[src/rtl/linecard_egress_port_pkg.sv]
// Shared types and constants for the line card egress slice.
package linecard_egress_port_pkg;
  typedef logic [11:0] vlan_t;

  localparam logic [15:0] ETHERTYPE_8021Q = 16'h8100;
  localparam logic [6:0]  BROADCAST_DEST  = 7'h7F;

  typedef enum logic [2:0] {
    ST_IDLE,
    ST_LOW,
    ST_HIGH,
    ST_TAG,
    ST_DISCARD
  } egress_state_t;

  // 802.1Q tag as it appears on the 32-bit TX bus, byte 0 in [7:0]; PCP/DEI zero.
  function automatic logic [31:0] tag_word(input vlan_t vid);
    return {vid[7:0], 4'h0, vid[11:8], ETHERTYPE_8021Q[7:0], ETHERTYPE_8021Q[15:8]};
  endfunction
endpackage

[src/rtl/linecard_egress_port.sv]
// Egress slice: port filter, optional 802.1Q insertion and 64->32 bit narrowing.
module linecard_egress_port #(
  parameter logic [6:0] PORT_NUM       = 7'd0,
  parameter logic [6:0] BROADCAST_DEST = linecard_egress_port_pkg::BROADCAST_DEST
) (
  input  logic        clk,
  input  logic        rst,
  input  logic [11:0] port_vlan,
  input  logic        port_is_trunk,
  input  logic        axi_rx_tvalid,
  output logic        axi_rx_tready,
  input  logic [63:0] axi_rx_tdata,
  input  logic [7:0]  axi_rx_tkeep,
  input  logic        axi_rx_tlast,
  input  logic [6:0]  axi_rx_tdest,
  input  logic [11:0] axi_rx_tuser,
  output logic        axi_tx_tvalid,
  input  logic        axi_tx_tready,
  output logic [31:0] axi_tx_tdata,
  output logic [3:0]  axi_tx_tkeep,
  output logic        axi_tx_tlast,
  output logic [15:0] frames_sent,
  output logic [15:0] frames_discarded
);
  import linecard_egress_port_pkg::*;

  egress_state_t state_q, state_d;
  logic [63:0] hold_data_q, hold_data_d;
  logic [7:0]  hold_keep_q, hold_keep_d;
  logic        hold_last_q, hold_last_d;
  logic        in_frame_q, in_frame_d;
  logic [1:0]  beat_idx_q, beat_idx_d;
  logic        insert_q, insert_d;
  vlan_t       vid_q, vid_d;
  logic [15:0] sent_q, sent_d;
  logic [15:0] disc_q, disc_d;

  logic rx_ready, ld_first, ld_cont, match;

  assign match = (axi_rx_tdest == PORT_NUM) || (axi_rx_tdest == BROADCAST_DEST);

  always_comb begin
    state_d       = state_q;
    hold_data_d   = hold_data_q;
    hold_keep_d   = hold_keep_q;
    hold_last_d   = hold_last_q;
    in_frame_d    = in_frame_q;
    beat_idx_d    = beat_idx_q;
    insert_d      = insert_q;
    vid_d         = vid_q;
    sent_d        = sent_q;
    disc_d        = disc_q;
    rx_ready      = 1'b0;
    ld_first      = 1'b0;
    ld_cont       = 1'b0;
    axi_tx_tvalid = 1'b0;
    axi_tx_tdata  = 32'h0;
    axi_tx_tkeep  = 4'h0;
    axi_tx_tlast  = 1'b0;

    case (state_q)
      ST_IDLE: begin
        rx_ready = 1'b1;
        // in_frame_q marks a frame whose next beat has not arrived yet
        if (axi_rx_tvalid) begin
          if (in_frame_q) ld_cont = 1'b1;
          else            ld_first = 1'b1;
        end
      end
      ST_DISCARD: begin
        rx_ready = 1'b1;
        if (axi_rx_tvalid && axi_rx_tlast) begin
          disc_d  = disc_q + 16'd1;
          state_d = ST_IDLE;
        end
      end
      ST_LOW: begin
        axi_tx_tvalid = 1'b1;
        axi_tx_tdata  = hold_data_q[31:0];
        axi_tx_tkeep  = hold_keep_q[3:0];
        axi_tx_tlast  = hold_last_q && (hold_keep_q[7:4] == 4'h0);
        if (axi_tx_tready) begin
          if (axi_tx_tlast) begin
            sent_d     = sent_q + 16'd1;
            in_frame_d = 1'b0;
            state_d    = ST_IDLE;
          end else if (insert_q && beat_idx_q == 2'd1) begin
            state_d = ST_TAG;
          end else begin
            state_d = ST_HIGH;
          end
        end
      end
      ST_TAG: begin
        axi_tx_tvalid = 1'b1;
        axi_tx_tdata  = tag_word(vid_q);
        axi_tx_tkeep  = 4'hF;
        if (axi_tx_tready) state_d = ST_HIGH;
      end
      ST_HIGH: begin
        axi_tx_tvalid = 1'b1;
        axi_tx_tdata  = hold_data_q[63:32];
        axi_tx_tkeep  = hold_keep_q[7:4];
        axi_tx_tlast  = hold_last_q;
        // refill the holding register in the same cycle the high half leaves
        rx_ready      = axi_tx_tready;
        if (axi_tx_tready) begin
          if (hold_last_q) begin
            sent_d     = sent_q + 16'd1;
            in_frame_d = 1'b0;
            state_d    = ST_IDLE;
            ld_first   = axi_rx_tvalid;
          end else if (axi_rx_tvalid) begin
            ld_cont = 1'b1;
          end else begin
            state_d = ST_IDLE;
          end
        end
      end
      default: state_d = ST_IDLE;
    endcase

    if (ld_first) begin
      vid_d    = axi_rx_tuser;
      insert_d = match && port_is_trunk && (axi_rx_tuser != port_vlan);
      if (match) begin
        hold_data_d = axi_rx_tdata;
        hold_keep_d = axi_rx_tkeep;
        hold_last_d = axi_rx_tlast;
        beat_idx_d  = 2'd0;
        in_frame_d  = 1'b1;
        state_d     = ST_LOW;
      end else if (!axi_rx_tlast) begin
        state_d = ST_DISCARD;
      end else begin
        disc_d  = disc_q + 16'd1;
        state_d = ST_IDLE;
      end
    end

    if (ld_cont) begin
      hold_data_d = axi_rx_tdata;
      hold_keep_d = axi_rx_tkeep;
      hold_last_d = axi_rx_tlast;
      beat_idx_d  = (beat_idx_q == 2'd2) ? 2'd2 : beat_idx_q + 2'd1;
      state_d     = ST_LOW;
    end
  end

  always_ff @(posedge clk) begin
    if (rst) begin
      state_q     <= ST_IDLE;
      hold_data_q <= 64'h0;
      hold_keep_q <= 8'h0;
      hold_last_q <= 1'b0;
      in_frame_q  <= 1'b0;
      beat_idx_q  <= 2'd0;
      insert_q    <= 1'b0;
      vid_q       <= 12'h0;
      sent_q      <= 16'h0;
      disc_q      <= 16'h0;
    end else begin
      state_q     <= state_d;
      hold_data_q <= hold_data_d;
      hold_keep_q <= hold_keep_d;
      hold_last_q <= hold_last_d;
      in_frame_q  <= in_frame_d;
      beat_idx_q  <= beat_idx_d;
      insert_q    <= insert_d;
      vid_q       <= vid_d;
      sent_q      <= sent_d;
      disc_q      <= disc_d;
    end
  end

  assign axi_rx_tready    = rx_ready && !rst;
  assign frames_sent      = sent_q;
  assign frames_discarded = disc_q;
endmodule

[config.mk]
export PLATFORM = sky130hd
export DESIGN_NAME = linecard_egress_port
export DESIGN_NICKNAME = d
export VERILOG_FILES = /design/src/rtl/linecard_egress_port_pkg.sv /design/src/rtl/linecard_egress_port.sv
export SDC_FILE = /design/constraint.sdc
export NUM_CORES = 1
export LEC_CHECK = 0
export ABC_AREA = 1
export BUFFER_PORTS_ARGS = -buffer_cell sky130_fd_sc_hd__clkbuf_2
export CORE_MARGIN = 2
export CORE_UTILIZATION = 45
export DETAILED_ROUTE_END_ITERATION = 8
export HOLD_SLACK_MARGIN = 0.06
export PLACE_DENSITY_LB_ADDON = 0.15
export SLEW_MARGIN = 20
export SYNTH_ARGS = -nofsm -noshare
export SYNTH_HDL_FRONTEND = slang
export SYNTH_SLANG_ARGS = --single-unit
[constraint.sdc]
create_clock -name clk -period 3.6 [get_ports clk]
set_clock_uncertainty 0.1 [all_clocks]
set_input_delay 0.36 -clock clk [delete_from_list [all_inputs] [get_ports clk]]
set_output_delay 0.36 -clock clk [all_outputs]
set_load 0.03 [all_outputs]
==> impl_metrics.json, run 1 <==
{
  "status": "complete, no violations",
  "rows": 41,
  "avgSynthCellArea_um2": 6.93,
  "fin_crit_ns": 2.79,
  "rrSetupSlack_ns": 0.98,
  "postRouteAntennaNets": 0,
  "min_to": "hold_data_q[44]",
  "finalPower_uw": 4180,
  "place_ws_ns": 0.968,
  "clkTransAtPathRegs_ns": 0.05,
  "insertion_delay_ns": 0.41,
  "rsz0062_at_grt": "no",
  "instances_no_fill": 1191,
  "wl_um": 15200,
  "initialDrtViolationCount": 466,
  "n_antenna_cell": 0,
  "r2r-start": "state_q[1]",
  "holdBufCountCts": 0,
  "dr.pass1.iters": 6,
  "design.core.area_um2": 12700,
  "synth_cell_types": 33,
  "antenna_found_initial": 1,
  "cts-resized-gates": 0,
  "globalRouteOverflowTotal": 0,
  "maxSlewViolCount": 0,
  "syn_nets": 959,
  "setup_viol": 0,
  "final_cell_mix": "nor2_1 (217), clkbuf_2 (179), nand2_1 (150)",
  "crit_chain": "nand2_2, nor2_1, inv_1, o211ai_1, clkbuf_2",
  "max_stage_delay_ns": 0.67,
  "drt-met1-wl_um": 7300,
  "syn_to_final_growth_pct": 25.3,
  "critPathBufInv": 2,
  "finalWorstSetupSlack_ns": 0.805,
  "final_common_cell": "nor2_1",
  "critPathRequiredTime_ns": 3.14,
  "fp.dieH_um": 118,
  "cts_buffers": 17,
  "finalSetupTns_ns": 0,
  "drt-vias-per-instance": 4.91,
  "syn_inst": 846,
  "wire_per_inst_um": 12.8,
  "p_leak_uw": 0.00327,
  "ir_worst_vdd_uv": 367,
  "fp.dieW_um": 118,
  "drc": 0,
  "post-dp-hpwl_um": 10500,
  "cp-start-kind": "flip-flop",
  "hold_viol": 0,
  "wl_met2_um": 6700,
  "start_util": 0.463,
  "dp.cells": 1162,
  "ys_seq_area_frac": 0.424,
  "io_buffers": 179,
  "cp_top_family": "simple AND/OR/NAND/NOR gates",
  "cts_root_buf": "clkbuf_16",
  "wl_met3_um": 910,
  "die-area_um2": 14000,
  "io_pins": 180,
  "htree_levels": 4,
  "cts_buffer_depth": 2,
  "grt_usage": 0.222,
  "hp-start": "axi_rx_tdata[44]",
  "hold_ws_ns": 0.0800,
  "layout.nets": 1122,
  "syn_area_um2": 5860,
  "worstReg2RegEnd": "hold_data_q[19]",
  "highest_layer": "met5",
  "slowest_stage": "nor2_1",
  "vias": 5847,
  "worstSetupPathType": "flip-flop to primary output",
  "crit_arrival_ns": 2.33,
  "fmax_ghz": 0.358,
  "grt_max_degree": 76,
  "worstHoldPathType": "input port to flip-flop",
  "cp_max_fo": 13,
  "holdPathStages": 3,
  "cts_tree": "yes",
  "tightest_slew_ns": 0.845,
  "cts_setup_buffers": 0,
  "ys.warnings.count": 0,
  "cap_viol_max_count": 0,
  "p_per_area_nw_per_um2": 569,
  "finalCritPeriodShare": 0.776,
  "clock_sinks": 124,
  "gp_congestion": 0.835,
  "drive_gt1_frac": 0.224,
  "grt_pass1_vias": 5325,
  "max_slew_margin": 0.435,
  "grt_pass1_wl_um": 25400,
  "crit_path_end_kind": "primary output",
  "r2r_cells": 10,
  "ys_seq_elements": 124
}
[sequential cells by signal, indices dropped and copies added (netlist names), 2 cells and up]
signal / flops
frames_sent: 16
hold_keep_q: 8
state_q: 3
beat_idx_q: 2
frames_discarded: 16
vid_q: 12
hold_data_q: 64
[power breakdown]
group	internal, uW	switching (uW)	total (uW)
Sequential	1520	91.6	1610
Combinational	282	639	921
Clock	1070	576	1650
Total	2870	1310	4180
[worst max-delay path by stage]
stage	start	to	slack [ns]	cells past startpoint
floorplan	state_q[1]	axi_rx_tready	1.65	5
global placement	axi_tx_tready	hold_data_q[48]	1.04	12
detailed placement	axi_tx_tready	hold_data_q[46]	0.97	12
CTS	state_q[1]	axi_tx_tkeep[2]	0.77	5
global route	state_q[1]	axi_tx_tkeep[2]	0.58	5
finish	state_q[1]	axi_tx_tkeep[2]	0.81	5
[per-layer routing]
layer,vias to the layer above,track usage
li1,3067,-
met1,2579,0.303
met2,181,0.339
met3,18,0.0538
met4,2,0.0836
met5,-,0
[worst reg2reg max path, delay by kind of cell (launching register included)]
family | cells | cell delay [ns]
buffers and inverters | 3 | 1.11
AND/OR/NAND/NOR | 6 | 0.69
flip-flops | 1 | 0.39
AO/OA/AOI/OAI | 1 | 0.25
[Yosys cell counts]
cell,instances,area share
a21oi_1,31,0.026
a22o_1,18,0.027
a22oi_1,4,0.0051
and3_1,1,0.0011
buf_1,5,0.0032
buf_2,7,0.0060
buf_4,5,0.0064
buf_6,8,0.015
clkbuf_1,18,0.012
clkinv_1,1,0.00064
clkinv_2,1,0.00085
dfxtp_1,124,0.42
ha_1,4,0.0085
inv_1,50,0.032
inv_2,3,0.0019
nand2_1,150,0.096
nand2_2,2,0.0021
nand2_4,1,0.0019
nand3_1,48,0.041
nand3b_1,2,0.0026
nand4_1,9,0.0096
nor2_1,218,0.14
nor2_4,2,0.0038
nor2_8,1,0.0034
nor3_1,11,0.0094
nor4_1,1,0.0011
o211ai_1,2,0.0026
o21ai_0,44,0.038
o21ai_1,52,0.044
o21bai_4,1,0.0032
or2_2,2,0.0021
xnor2_1,16,0.024
xor2_1,4,0.0060
[stage by stage]
stage	cell area (um2)	utilization
2_1_floorplan	5860	-
6_report	7350	0.580
4_1_cts	7350	0.580
3_3_place_gp	6790	0.535
3_5_place_dp	6790	0.535
5_1_grt	7350	0.580
[cells by family after synthesis]
logic type,count (synthesis),synth area share
flip-flops,124,0.424
buffers and inverters,98,0.0779
XOR/XNOR,20,0.0299
AND/OR/NAND/NOR,448,0.314
AO/OA/AOI/OAI,152,0.146
adder cells (fa/ha/maj),4,0.00854
[layout make-up]
cell class              count  area (um2)
fillers                  1293        5330
multi-input cells         624        2920
well taps                 172         215
clock buffers              20         437
inverters                  55         208
clock inverters             9         124
flip-flops and latches    124        2480
repair buffers            187         956
No activity file was read; power rests on OpenSTA's default activity.
==> run 2: changes to the inputs <==
--- a/config.mk
+++ b/config.mk
@@ -5,7 +5,7 @@
 export SDC_FILE = /design/constraint.sdc
 export NUM_CORES = 1
 export LEC_CHECK = 0
-export ABC_AREA = 1
+export ABC_AREA = 0
 export BUFFER_PORTS_ARGS = -buffer_cell sky130_fd_sc_hd__clkbuf_2
 export CORE_MARGIN = 2
 export CORE_UTILIZATION = 45
==> constraint.sdc (replaced) <==
create_clock -name clk -period 2.61 [get_ports clk]
set_clock_uncertainty 0.1 [all_clocks]
set_input_delay 0.261 -clock clk [delete_from_list [all_inputs] [get_ports clk]]
set_output_delay 0.261 -clock clk [all_outputs]
set_load 0.03 [all_outputs]
==> run 2 against run 1 <==
Compared with the run above:
- setup slack got worse by 0.67 ns
- die area rose by 3.3%
- cell area up 17%
- non-clock buffer count rose by 96
- clock power grew 47%
- critical endpoint is now axi_tx_tdata[17]
- routed wire length grew 23%
- utilization increased by 7.1 points
- first-iteration DRC count up 27%
- worst hold slack improved by 0.042 ns
- final cell count decreased by 2.8%
- combinational power is 45% lower
- synthesized area up 3.5%
==> impl_metrics.json, run 2 <==
{
  "start_util": 0.460,
  "clock_sinks": 124,
  "dr.pass1.iters": 5,
  "grt_pass1_wl_um": 30100,
  "fmax_ghz": 0.404,
  "fin_crit_ns": 2.47,
  "rsz0062_at_grt": "no",
  "antenna_found_initial": 0,
  "maxSlewViolCount": 0,
  "max_stage_delay_ns": 0.39,
  "finalCritPeriodShare": 0.948,
  "n_antenna_cell": 0,
  "avgSynthCellArea_um2": 8.25,
  "crit_arrival_ns": 2.11,
  "initialDrtViolationCount": 593,
  "netlist.top_cell.by_area": "dfxtp_1",
  "slowest_stage": "dfxtp_1",
  "wire_per_inst_um": 16.1,
  "insertion_delay_ns": 0.41,
  "max_slew_margin": 0.569,
  "grt_usage": 0.259,
  "final_cell_mix": "clkbuf_2 (178), dfxtp_1 (124), a21oi_1 (96)",
  "gp_congestion": 0.786,
  "postRouteAntennaNets": 0,
  "r2r_cells": 7,
  "holdPathStages": 3,
  "drive_gt1_frac": 0.257,
  "worstHoldPathType": "input port to flip-flop",
  "hp-start": "axi_rx_tlast",
  "hold_viol": 0,
  "min_to": "hold_last_q",
  "largest_register_ffs": 64,
  "dp.cells": 1041,
  "tightest_slew_ns": 0.647,
  "drt-vias-per-instance": 5.54,
  "cap_viol_max_count": 0,
  "design.core.area_um2": 13200,
  "globalRouteOverflowTotal": 0,
  "syn_inst": 735,
  "synth_area_leaders": "dfxtp_1 (41%), a21oi_1 (7.9%), nand3_1 (7.8%)",
  "fp.dieW_um": 120,
  "io_buffers": 179,
  "cts_buffers": 17,
  "crit_path_end_kind": "primary output",
  "syn_to_final_growth_pct": 41.5,
  "vias": 6413,
  "final_common_cell": "clkbuf_2",
  "ir_worst_vdd_uv": 379,
  "worstReg2RegEnd": "hold_data_q[23]",
  "post-dp-hpwl_um": 11400,
  "cp-start-kind": "flip-flop",
  "rrSetupSlack_ns": 0.27,
  "synth_ff_type": "dfxtp_1",
  "cts_tree": "yes",
  "cts_root_buf": "clkbuf_16",
  "synth-edff-count": 0,
  "syn_nets": 848,
  "synth_top_area_share": 0.409,
  "regMostFlops": "hold_data_q",
  "setup_viol": 0,
  "die-area_um2": 14400,
  "ys_seq_elements": 124,
  "p_leak_uw": 0.00345,
  "worstSetupPathType": "flip-flop to primary output",
  "synth_cell_types": 51,
  "grt_pass1_vias": 6154,
  "syn_area_um2": 6060,
  "wl_um": 18600,
  "drc": 0,
  "ys.warnings.count": 0,
  "status": "complete, no violations",
  "crit_chain": "buf_6, nor2b_1, buf_4, a22oi_1, nor2_1, clkbuf_2",
  "clkTransAtPathRegs_ns": 0.05,
  "finalSetupTns_ns": 0,
  "yosysMostFrequentCell": "dfxtp_1",
  "cts_buffer_depth": 2,
  "rows": 42,
  "fp.dieH_um": 120,
  "place_ws_ns": 0.277,
  "synth_common_cells": "dfxtp_1 (124), a21oi_1 (96), nand3_1 (94), nor2_1 (61), o21ai_1 (56)",
  "r2r-start": "state_q[0]",
  "finalWorstSetupSlack_ns": 0.137,
  "p_per_area_nw_per_um2": 571,
  "synth-async-reset-ratio": 0,
  "io_pins": 180,
  "critPathRequiredTime_ns": 2.25,
  "htree_levels": 4,
  "grt_max_degree": 78,
  "fin_util": 0.651,
  "layout.nets": 1082,
  "ys_seq_area_frac": 0.409,
  "instances_no_fill": 1158,
  "cp_max_fo": 30
}
-- run 2: where the power goes --
group / internal [uW] / total (uW) / switching [uW]
clock: 1600 / 2420 / 820
combinational: 249 / 511 / 263
sequential: 1940 / 1970 / 29.8
total: 3780 / 4900 / 1110
-- run 2: cell families after synthesis --
kind of cell	Yosys count	share of synthesized area
AOI/OAI and AO/OA	243	0.234
xor gates and xnor gates	24	0.0347
adders and majority gates	4	0.00825
buffers and inverters	76	0.0528
DFF	124	0.409
muxes	39	0.0697
and+or+nand+nor	225	0.191
-- run 2: per-stage QoR --
stage	instance area (um2)	hold WS, ns	power (uW)
finish	8580	0.122	4900
global placement	7120	0.349	2400
detailed placement	7120	0.357	2410
global route	8580	0.146	5070
floorplan	6060	0.308	2240
CTS	8580	0.108	4920
-- run 2: per-layer routing --
metal	share of wire	vias up	GRT usage	wire [um]
met2	0.49	262	0.428	9110
li1	-	3123	-	-
met1	0.43	2987	0.322	7920
met3	0.060	41	0.0599	1120
met4	0.025	0	0.109	461
met5	0	-	0	0
-- run 2: worst max path at each step --
stage                        from               end  slack [ns]
detailed placement  axi_rx_tvalid   hold_data_q[19]        0.28
global route           state_q[1]      axi_tx_tlast       0.009
finish                 state_q[0]  axi_tx_tdata[17]        0.14
CTS                    state_q[0]  axi_tx_tdata[19]        0.08
global placement       state_q[0]   frames_sent[15]        0.30
floorplan              state_q[0]   axi_tx_tdata[7]        0.47
-- run 2: layout make-up --
cell class,instances,area (um2)
clock buffers,25,495
clock inverters,7,110
fillers,1094,4610
inverters,8,30.0
multi-input cells,535,3300
flip-flops and latches,124,2480
well taps,176,220
repair buffers,283,1950
-- run 2: what timing repair did --
action / in CTS / in global routing
hold buffers: 85 / 0
setup buffers: 0 / 0
hold endpoints to repair: 85 / 0
setup endpoints to repair: 0 / 17
gates resized for setup: 0 / 1
-- run 2: critical path: cells and delay by family, from the launching register on --
kind                   cells  cell delay (ns)
AO/OA/AOI/OAI              1             0.10
AND/OR/NAND/NOR            2             0.44
flip-flops                 1             0.39
buffers and inverters      3             0.76
==> run 3: changes to the inputs <==
--- a/config.mk
+++ b/config.mk
@@ -8,7 +8,7 @@
 export ABC_AREA = 0
 export BUFFER_PORTS_ARGS = -buffer_cell sky130_fd_sc_hd__clkbuf_2
 export CORE_MARGIN = 2
-export CORE_UTILIZATION = 45
+export CORE_UTILIZATION = 52
 export DETAILED_ROUTE_END_ITERATION = 8
 export HOLD_SLACK_MARGIN = 0.06
 export PLACE_DENSITY_LB_ADDON = 0.15
==> run 3 against run 2 <==
Compared with the run above:
- register-to-register slack about the same
- highest routed layer unchanged
- setup slack lost 0.021 ns
- routed wire length rose by 2.9%
- die area shrank 13%
- sequential cell count stayed put
- sequential power about the same
- via count up 2.0%
- critical path type unchanged
- count of clock-buffer cells in the layout shrank 1
==> impl_metrics.json, run 3 (synthesis results as in run 2) <==
{
  "fmax_ghz": 0.401,
  "cp_max_fo": 23,
  "postRouteAntennaNets": 0,
  "grt_usage": 0.302,
  "globalRouteOverflowTotal": 0,
  "design.core.area_um2": 11400,
  "insertion_delay_ns": 0.42,
  "io_pins": 180,
  "n_antenna_cell": 0,
  "fill_cells": 850,
  "post-dp-hpwl_um": 11400,
  "setup_viol": 0,
  "layout.nets": 1082,
  "final_cell_mix": "clkbuf_2 (178), dfxtp_1 (124), a21oi_1 (96)",
  "rows": 39,
  "largest_register_ffs": 64,
  "fp.dieH_um": 112,
  "cts_root_buf": "clkbuf_16",
  "maxSlewViolCount": 0,
  "worstSetupPathType": "flip-flop to primary output",
  "grt_max_degree": 77,
  "tightest_slew_ns": 0.667,
  "wl_um": 19100,
  "clkTransAtPathRegs_ns": 0.05,
  "finalCritPeriodShare": 0.956,
  "vias": 6540,
  "fp.dieW_um": 112,
  "io_buffers": 179,
  "drc": 0,
  "start_util": 0.531,
  "grt_pass1_vias": 6528,
  "crit_arrival_ns": 2.13,
  "place_ws_ns": 0.299,
  "drt-vias-per-instance": 5.82,
  "htree_levels": 4,
  "syn_to_final_growth_pct": 41.3,
  "cts_tree": "yes",
  "crit_path_end_kind": "primary output",
  "worstHoldPathType": "input port to flip-flop",
  "p_leak_uw": 0.00346,
  "fin_util": 0.750,
  "fin_crit_ns": 2.49,
  "seqCellArea_um2": 2480,
  "final_common_cell": "clkbuf_2",
  "regMostFlops": "hold_data_q",
  "gp_congestion": 0.853,
  "max_slew_margin": 0.554,
  "dr.pass1.iters": 5,
  "rsz0062_at_grt": "no",
  "status": "complete, no violations",
  "cp-start-kind": "flip-flop",
  "cap_viol_max_count": 0,
  "multi_input_area_um2": 3300,
  "cts_buffers": 17,
  "finalWorstSetupSlack_ns": 0.116,
  "finalSetupTns_ns": 0,
  "hold_viol": 0,
  "grt_pass1_wl_um": 30700,
  "cts_buffer_depth": 2,
  "drive_gt1_frac": 0.257,
  "ir_worst_vdd_uv": 484,
  "wire_per_inst_um": 17.0,
  "die-area_um2": 12500,
  "clock_sinks": 124,
  "critPathRequiredTime_ns": 2.25,
  "initialDrtViolationCount": 504,
  "p_per_area_nw_per_um2": 583,
  "antenna_found_initial": 0
}
==> run 3: changes by cell type in the layout (fill, tap and decap cells not counted) <==
cell | previous run | this run
buf_6 | 1 | 2
clkbuf_1 | 4 | 3
buf_4 | 15 | 14
bufinv_16 | 3 | 4
clkinv_2 | 4 | 3
==> run 3: power breakdown <==
group          internal (uW)  switching (uW)
combinational            252             267
clock                   1690             812
sequential              1940            32.5
==> run 3: layer usage <==
| metal | wire (um) | track usage |
|---|---|---|
| met5 | 0 | 0 |
| met3 | 1210 | 0.0784 |
| met2 | 9630 | 0.515 |
| met4 | 624 | 0.158 |
| met1 | 7680 | 0.348 |
==> run 3: path summary, 6_finish.rpt <==
kind	slack, ns	endpoint	cells after the start	start
worst min-delay path	0.16	hold_last_q	3	axi_rx_tlast
worst min register to register	0.36	hold_data_q[35]	2	hold_data_q[35]
worst max register to register	0.27	hold_data_q[38]	5	state_q[1]
worst max-delay path	0.12	axi_tx_tdata[2]	5	state_q[1]
==> run 3: stage by stage <==
step | area (um2) | instances | hold slack, ns | power, uW
5_1_grt | 8560 | 1124 | 0.156 | 5150
4_1_cts | 8560 | 1124 | 0.140 | 5010
3_3_place_gp | 7080 | 1008 | 0.349 | 2400
3_5_place_dp | 7080 | 1008 | 0.357 | 2410
6_report | 8560 | 1124 | 0.159 | 4990
2_1_floorplan | 6060 | 735 | 0.308 | 2240
==> run 3: final cells by class <==
type                            count  share of cell area
Multi-Input combinational cell    535               0.385
Sequential cell                   124               0.290
Timing Repair Buffer              283               0.228
Clock buffer                       24              0.0574
Tap cell                          143              0.0209
Clock inverter                      7              0.0158
Inverter                            8             0.00351
==> run 3: timing repair <==
item                                    CTS  global route
setup buffers                             0             0
hold endpoints to repair                 85             0
hold buffers                             85             0
resized for setup                         0             2
endpoints found under the setup margin    0            18
==> run 3: critical path, stage by stage, from the launching register on <==
cell and delay, ns:
dfxtp_1 0.46, buf_6 0.25, nor3b_2 0.28, buf_4 0.30, a22o_1 0.21, clkbuf_2 0.22
